==> src/rtl/mem_read_ctrl_if.sv <==
// Request and memory-side bus of the read controller.
// slave = controller side, master = requester/memory side.
interface mem_read_ctrl_if #(
  parameter int ADDR_W = 9,
  parameter int DATA_W = 32
);
  logic              req_valid;
  logic              req_ready;
  logic [ADDR_W-1:0] req_addr;
  logic [ADDR_W-1:0] mem_addr;
  logic              mem_rd;
  logic              mem_ack;
  logic [DATA_W-1:0] mem_data;
  logic [DATA_W-1:0] rd_data;
  logic              rd_valid;
  logic              rd_err;
  logic              busy;

  modport slave (
    input  req_valid, req_addr,
    input  mem_ack, mem_data,
    output req_ready, mem_addr, mem_rd,
    output rd_data, rd_valid, rd_err, busy
  );

  modport master (
    output req_valid, req_addr,
    output mem_ack, mem_data,
    input  req_ready, mem_addr, mem_rd,
    input  rd_data, rd_valid, rd_err, busy
  );
endinterface

==> src/rtl/mem_read_ctrl.sv <==
// Single-outstanding memory read controller with ack timeout.
// Completion is a one-cycle rd_valid pulse decoded from DONE.
module mem_read_ctrl #(
  parameter int ADDR_W  = 9,
  parameter int DATA_W  = 32,
  parameter int TIMEOUT = 15
) (
  input  logic           clk,
  input  logic           clr,
  mem_read_ctrl_if.slave bus
);
  localparam int CW = (TIMEOUT > 1) ? $clog2(TIMEOUT) : 1;
  localparam logic [CW-1:0] CMAX = CW'(TIMEOUT - 1);

  typedef enum logic [1:0] {
    IDLE,
    WAIT,
    DONE
  } state_t;

  state_t            state, state_n;
  logic [CW-1:0]     cnt, cnt_n;
  logic [ADDR_W-1:0] addr, addr_n;
  logic              rd, rd_n;
  logic [DATA_W-1:0] data, data_n;
  logic              err, err_n;

  always_ff @(posedge clk or negedge clr) begin
    if (!clr) begin
      state <= IDLE;
      cnt   <= '0;
      addr  <= '0;
      rd    <= 1'b0;
      data  <= '0;
      err   <= 1'b0;
    end else begin
      state <= state_n;
      cnt   <= cnt_n;
      addr  <= addr_n;
      rd    <= rd_n;
      data  <= data_n;
      err   <= err_n;
    end
  end

  // Ack is tested before expiry so a same-edge ack wins.
  always_comb begin
    state_n = state;
    cnt_n   = cnt;
    addr_n  = addr;
    rd_n    = rd;
    data_n  = data;
    err_n   = err;
    unique case (state)
      IDLE: begin
        if (bus.req_valid) begin
          addr_n  = bus.req_addr;
          rd_n    = 1'b1;
          cnt_n   = '0;
          state_n = WAIT;
        end
      end
      WAIT: begin
        if (bus.mem_ack) begin
          data_n  = bus.mem_data;
          err_n   = 1'b0;
          rd_n    = 1'b0;
          state_n = DONE;
        end else if (cnt == CMAX) begin
          data_n  = '0;
          err_n   = 1'b1;
          rd_n    = 1'b0;
          state_n = DONE;
        end else begin
          cnt_n = cnt + 1'b1;
        end
      end
      DONE: begin
        state_n = IDLE;
      end
      default: begin
        state_n = IDLE;
      end
    endcase
  end

  assign bus.req_ready = (state == IDLE);
  assign bus.busy      = (state != IDLE);
  assign bus.rd_valid  = (state == DONE);
  assign bus.mem_addr  = addr;
  assign bus.mem_rd    = rd;
  assign bus.rd_data   = data;
  assign bus.rd_err    = err;
endmodule

==> src/flat_wrapper.sv <==
// flat-port wrapper written by rule: the top's interface ports become plain ports
module mem_read_ctrl_flat 
#(
  parameter int ADDR_W  = 9,
  parameter int DATA_W  = 32,
  parameter int TIMEOUT = 15
)
  (clk, clr, bus_req_valid, bus_req_addr, bus_mem_ack, bus_mem_data, bus_req_ready, bus_mem_addr, bus_mem_rd, bus_rd_data, bus_rd_valid, bus_rd_err, bus_busy);
  mem_read_ctrl_if #(.ADDR_W(ADDR_W), .DATA_W(DATA_W)) bus_i ();
  input  logic clk;
  input  logic clr;
  input wire logic [$bits(bus_i.req_valid)-1:0] bus_req_valid;
  input wire logic [$bits(bus_i.req_addr)-1:0] bus_req_addr;
  input wire logic [$bits(bus_i.mem_ack)-1:0] bus_mem_ack;
  input wire logic [$bits(bus_i.mem_data)-1:0] bus_mem_data;
  output wire logic [$bits(bus_i.req_ready)-1:0] bus_req_ready;
  output wire logic [$bits(bus_i.mem_addr)-1:0] bus_mem_addr;
  output wire logic [$bits(bus_i.mem_rd)-1:0] bus_mem_rd;
  output wire logic [$bits(bus_i.rd_data)-1:0] bus_rd_data;
  output wire logic [$bits(bus_i.rd_valid)-1:0] bus_rd_valid;
  output wire logic [$bits(bus_i.rd_err)-1:0] bus_rd_err;
  output wire logic [$bits(bus_i.busy)-1:0] bus_busy;
  assign bus_i.req_valid = bus_req_valid;
  assign bus_i.req_addr = bus_req_addr;
  assign bus_i.mem_ack = bus_mem_ack;
  assign bus_i.mem_data = bus_mem_data;
  assign bus_req_ready = bus_i.req_ready;
  assign bus_mem_addr = bus_i.mem_addr;
  assign bus_mem_rd = bus_i.mem_rd;
  assign bus_rd_data = bus_i.rd_data;
  assign bus_rd_valid = bus_i.rd_valid;
  assign bus_rd_err = bus_i.rd_err;
  assign bus_busy = bus_i.busy;
  mem_read_ctrl #(.ADDR_W(ADDR_W), .DATA_W(DATA_W), .TIMEOUT(TIMEOUT)) u_core (.clk(clk), .clr(clr), .bus(bus_i));
endmodule
==> config.mk <==
export PLATFORM = sky130hd
export DESIGN_NAME = mem_read_ctrl_flat
export DESIGN_NICKNAME = d
export VERILOG_FILES = /design/src/rtl/mem_read_ctrl_if.sv /design/src/rtl/mem_read_ctrl.sv /design/src/flat_wrapper.sv
export SDC_FILE = /design/constraint.sdc
export NUM_CORES = 1
export LEC_CHECK = 0
export ABC_CLOCK_PERIOD_IN_PS = 3950
export BUFFER_PORTS_ARGS = -buffer_cell sky130_fd_sc_hd__buf_2
export CAP_MARGIN = 15
export CORE_UTILIZATION = 49
export CTS_CLUSTER_SIZE = 28
export DETAILED_ROUTE_END_ITERATION = 8
export HOLD_SLACK_MARGIN = 0.1
export PLACE_DENSITY = 0.85
export SLEW_MARGIN = 25
export SYNTH_ARGS = -nofsm -noshare
export SYNTH_HDL_FRONTEND = slang
export SYNTH_SLANG_ARGS = --single-unit
==> constraint.sdc <==
create_clock -name clk -period 3.95 [get_ports clk]
set_input_delay 0.5925 -clock clk [delete_from_list [all_inputs] [get_ports clk]]
set_output_delay 0.5925 -clock clk [all_outputs]
set_load 0.02 [all_outputs]
After elaboration in Yosys (flattened, before gate mapping)
Index checks and enable logic that the tools add are counted.
- output and inout port bits: 46
- flip-flop bits (word level): 49
- logic and storage cells: 39
- input bits: 45
- eq/ne operators: 7
- $add $sub $neg: 1
- reduce and logical (&&, ||, !) cells: 9
- multiplexer cells: 16
- operators by type and width (operator ; count):
    $mux 32 ; 2
    $mux 4 ; 3
    $pmux 4 s2 ; 1
    $mux 2 ; 3
    $ne 2x2->1 const B ; 3
    $reduce_and 2->1 ; 3
    $reduce_bool 2->1 ; 3
    $mux 1 ; 5
    $add 4x1->4 const B ; 1
    $eq 4x4->1 const B ; 1
    $pmux 2 s2 ; 1
    $reduce_and 4->1 ; 1
    $ne 3x2->1 const B ; 1
    $reduce_and 3->1 ; 1
    $eq 2x1->1 const B ; 1
    $eq 2x2->1 const B ; 1
    $logic_not 2->1 ; 1
    $pmux 1 s2 ; 1

Longest topological paths before layout
- depth after elaboration: 4
- depth in mapped cells: 6
- depth with buffers taken out: 5

Worst setup path before layout
No wires, ideal clock.
- kind: reg2out
- from: register u_core.state[0]
- to: output port bus_busy
- arrival time: 0.957 ns
- cell stages (with the launch flop): 3
- slack: 2.400 ns
- required time: 3.357 ns
- path buffers: 0
- path through: dfrtp_1 > nor2_1 > inv_1
- cells in the longest elaborated chain, start to end: 1
- ends and longest elaborated chain (element ; line ; source):
    start: declaration ; mem_read_ctrl.sv:21 ; state_t state, state_n;
    start signal: assignment ; mem_read_ctrl.sv:37 ; state <= state_n;
    $reduce_bool 2->1 ; mem_read_ctrl.sv:88 ; assign bus.busy = (state != IDLE);
    end: declaration ; flat_wrapper.sv:22 ; output wire logic [$bits(bus_i.busy)-1:0] bus_busy;
Every way passes these cells.

Worst setup path after layout
- from: register u_core.cnt[0]
- to: register u_core.data[4], in the netlist u_core.bus.rd_data[4]
- cells in the longest elaborated chain, start to end: 3
- ends and longest elaborated chain (element ; line ; source):
    start: declaration ; mem_read_ctrl.sv:22 ; logic [CW-1:0] cnt, cnt_n;
    start signal: assignment ; mem_read_ctrl.sv:38 ; cnt <= cnt_n;
    $eq 4x4->1 ; mem_read_ctrl.sv:69 ; end else if (cnt == CMAX) begin
    $reduce_bool 2->1 (no line) ; -- ;
    $reduce_and 2->1 (no line) ; -- ;
    end signal: assignment ; mem_read_ctrl.sv:41 ; data <= data_n;
    end: declaration ; mem_read_ctrl.sv:25 ; logic [DATA_W-1:0] data, data_n;
Every way passes these cells.
A chain may end at the register's enable or synchronous reset.

==> impl_results.md <==
* Data required time of the worst path at 4.17 ns
* Design Area, Final at 2480 µm²
* Post-synth ARST share at 1.00
* Area leader, netlist: dfrtp_1
* Yosys Warn Count at 0
* Layout cells sized above 1 at 0.500
* Peak supply drop at 0.000465 V
* DR vias/cell at 5.42
* Clock Pin Slew Worst Setup and Hold Paths at 0.08 ns
* Count leader, synth: dfrtp_1
* Status: complete, no violations
* Worst setup SP type: register
* Routed via count at 1,464
* GPL Wtd Cong at 0.727
* Routed Antenna Nets at 0
* Clk sinks at 49
* DRT iter0 DRCs at 139
* Final setup vio count at 0
* Cells after synthesis at 133
* Port buffer count at 90
* GRT Overall Usage at 0.205
* # Post-CTS Setup Buffers at 0
* Largest net degree at the start of global routing at 50
* Antenna violations before repair at 0
* Leak at 1.35 nW
* Most frequent cells after synthesis: 49 x dfrtp_1, 32 x a22o_1, 8 x mux2_4, 6 x inv_1, 5 x buf_6
* Syn_nets at 180
* Final hold vios at 0
* CTS Hold Bufs at 0
* Synth unique cells at 27
* Max cap viols at 0
* Die X at 64.7 µm
* Worst EP arrival at 1.94 ns
* Setup TNS at 0 ns
* Number of synthesized flops with an enable pin at 0
* Initial Util at 0.519
* Die area at 4190 µm²
* Number of fillers in the final layout at 286
* Root buf cell: clkbuf_8
* First-pass GRT wire length at 6.42 mm
* Critical Path Fanout Max at 33
* Slew margin rel. at 0.597
* Wirelength per Cell at 14.5 µm
* IO Count at 91
* Placed cell area at 2370 µm²
* Top cells by area, synth: dfrtp_1 64%, a22o_1 15%, mux2_4 6.2%
* Clock latency on the worst-skew pair at 0.29 ns
* PostCTS Resize Cnt at 0
* Core region area at 3720 µm²
* H-tree depth at 2
* Total gr overflow at 0
* Register area share after synthesis at 0.636
* Final Power at 0.00205 W
* Tightest Pin Transition at 0.604 ns
* Final slew viol count at 0
* Die height at 64.7 µm
* # diodes at 0
* Fin util at 0.666
* Endpoint class of the critical path: register
* Post-synth design cell area at 1930 µm²
* Hold Path Class: primary input to asynchronous set/reset pin
* Synthesized flop and latch total at 49
* Total Wirelength at 3.92 mm
* Main synth FF type: dfrtp_1
* Layout area overhead at 28.5%
* TritonCTS clock tree: done
* Detailed placer's ending HPWL at 2.77 mm
* Layout Nets at 269
* Remaining DRCs at 0
* Final period util at 0.435
* RSZ-0062 raised after global routing: false
* First-pass iteration count of the detailed router at 4
* Area share of the largest cell type after synthesis at 0.636
* Pwr Density at 829 nW/µm²
* Critical path class: register to register
* Clock Path Buffers at 2
* Fmax at 0.582 GHz
* Min Tclk post-route at 1.72 ns
* Layout Skew at 0.00427 ns
* Vias in the first global route at 1,410
* # rows at 22
* Avg Inst Size Synth at 14.5 µm²
* Total CTS buffers at 5
==> placed cells by master (no fill, tap or decap), drive strengths merged, types with 2 or more instances in the layout <==
cell type	Yosys	routed
nand3	2	2
clkbuf	0	5
inv	6	6
o21ai	4	4
ha	2	2
mux2	9	9
nand2b	2	2
nand2	3	3
buf	8	90
dfrtp	49	49
nor2	2	2
o221ai	2	2
a22o	32	32
==> registers in the layout, indices dropped and copies added (netlist names) <==
name,cells
u_core.cnt,4
u_core.bus.mem_rd,1
u_core.state,2
u_core.bus.rd_data,32
u_core.bus.rd_err,1
u_core.bus.mem_addr,9
==> per-layer routing <==
metal	track usage	wire, µm	vias to the layer above
li1	-	-	672
met4	0.0889	83	0
met1	0.263	1740	719
met5	0	0	-
met3	0.0458	227	9
met2	0.332	1870	64
==> layout make-up <==
cell class	instances	area, µm²	share of cell area
flip-flops and latches	49	1230	0.495
multi-input cells	70	611	0.247
repair buffers	90	453	0.183
clock buffers	5	68.8	0.0278
well taps	48	60.1	0.0243
clock inverters	2	35.0	0.0141
inverters	6	22.5	0.00910
==> critical path, stage by stage, from the launching register on <==
cell,delay [ns]
dfrtp_1,0.38
inv_1,0.08
ha_1,0.23
a31o_2,0.29
nand2_2,0.45
a22o_1,0.23
==> worst paths after layout <==
kind	start	cells after the start	slack, ns	end
min	clr	1	0.30	u_core.bus.mem_addr[5]
max in group asynchronous	clr	1	3.25	u_core.cnt[3]
max reg2reg	u_core.cnt[0]	5	2.23	u_core.bus.rd_data[4]
min in group clk	u_core.bus.rd_data[29]	1	0.50	u_core.bus.rd_data[29]
max	u_core.cnt[0]	5	2.23	u_core.bus.rd_data[4]
min reg2reg	u_core.bus.rd_data[29]	1	0.50	u_core.bus.rd_data[29]
==> cell families (layout without fill, tap and decap cells) <==
kind of cell,after synthesis,in the layout,share of synthesized area
muxes,9,9,0.0682
AOI/OAI and AO/OA,44,44,0.188
DFF,49,49,0.636
buffers and inverters,14,103,0.0487
and+or+nand+nor,15,15,0.0461
adders and majority gates,2,2,0.0130
==> report_power, final <==
| group | total, W | internal [W] | switching, W |
|---|---|---|---|
| clock network | 0.000330 | 0.000184 | 0.000146 |
| logic | 0.000869 | 0.000363 | 0.000505 |
| registers | 0.000853 | 0.000722 | 0.000131 |
==> metrics by stage <==
stage,setup slack (ns),hold WS [ns],std cells
4_1_cts,1.85,0.504,270
6_report,2.23,0.297,270
5_1_grt,2.08,0.352,270
3_3_place_gp,1.93,0.479,263
3_5_place_dp,1.86,0.477,263
2_1_floorplan,2.40,0.297,133
Note: power is estimated with default switching activity, not from simulation.
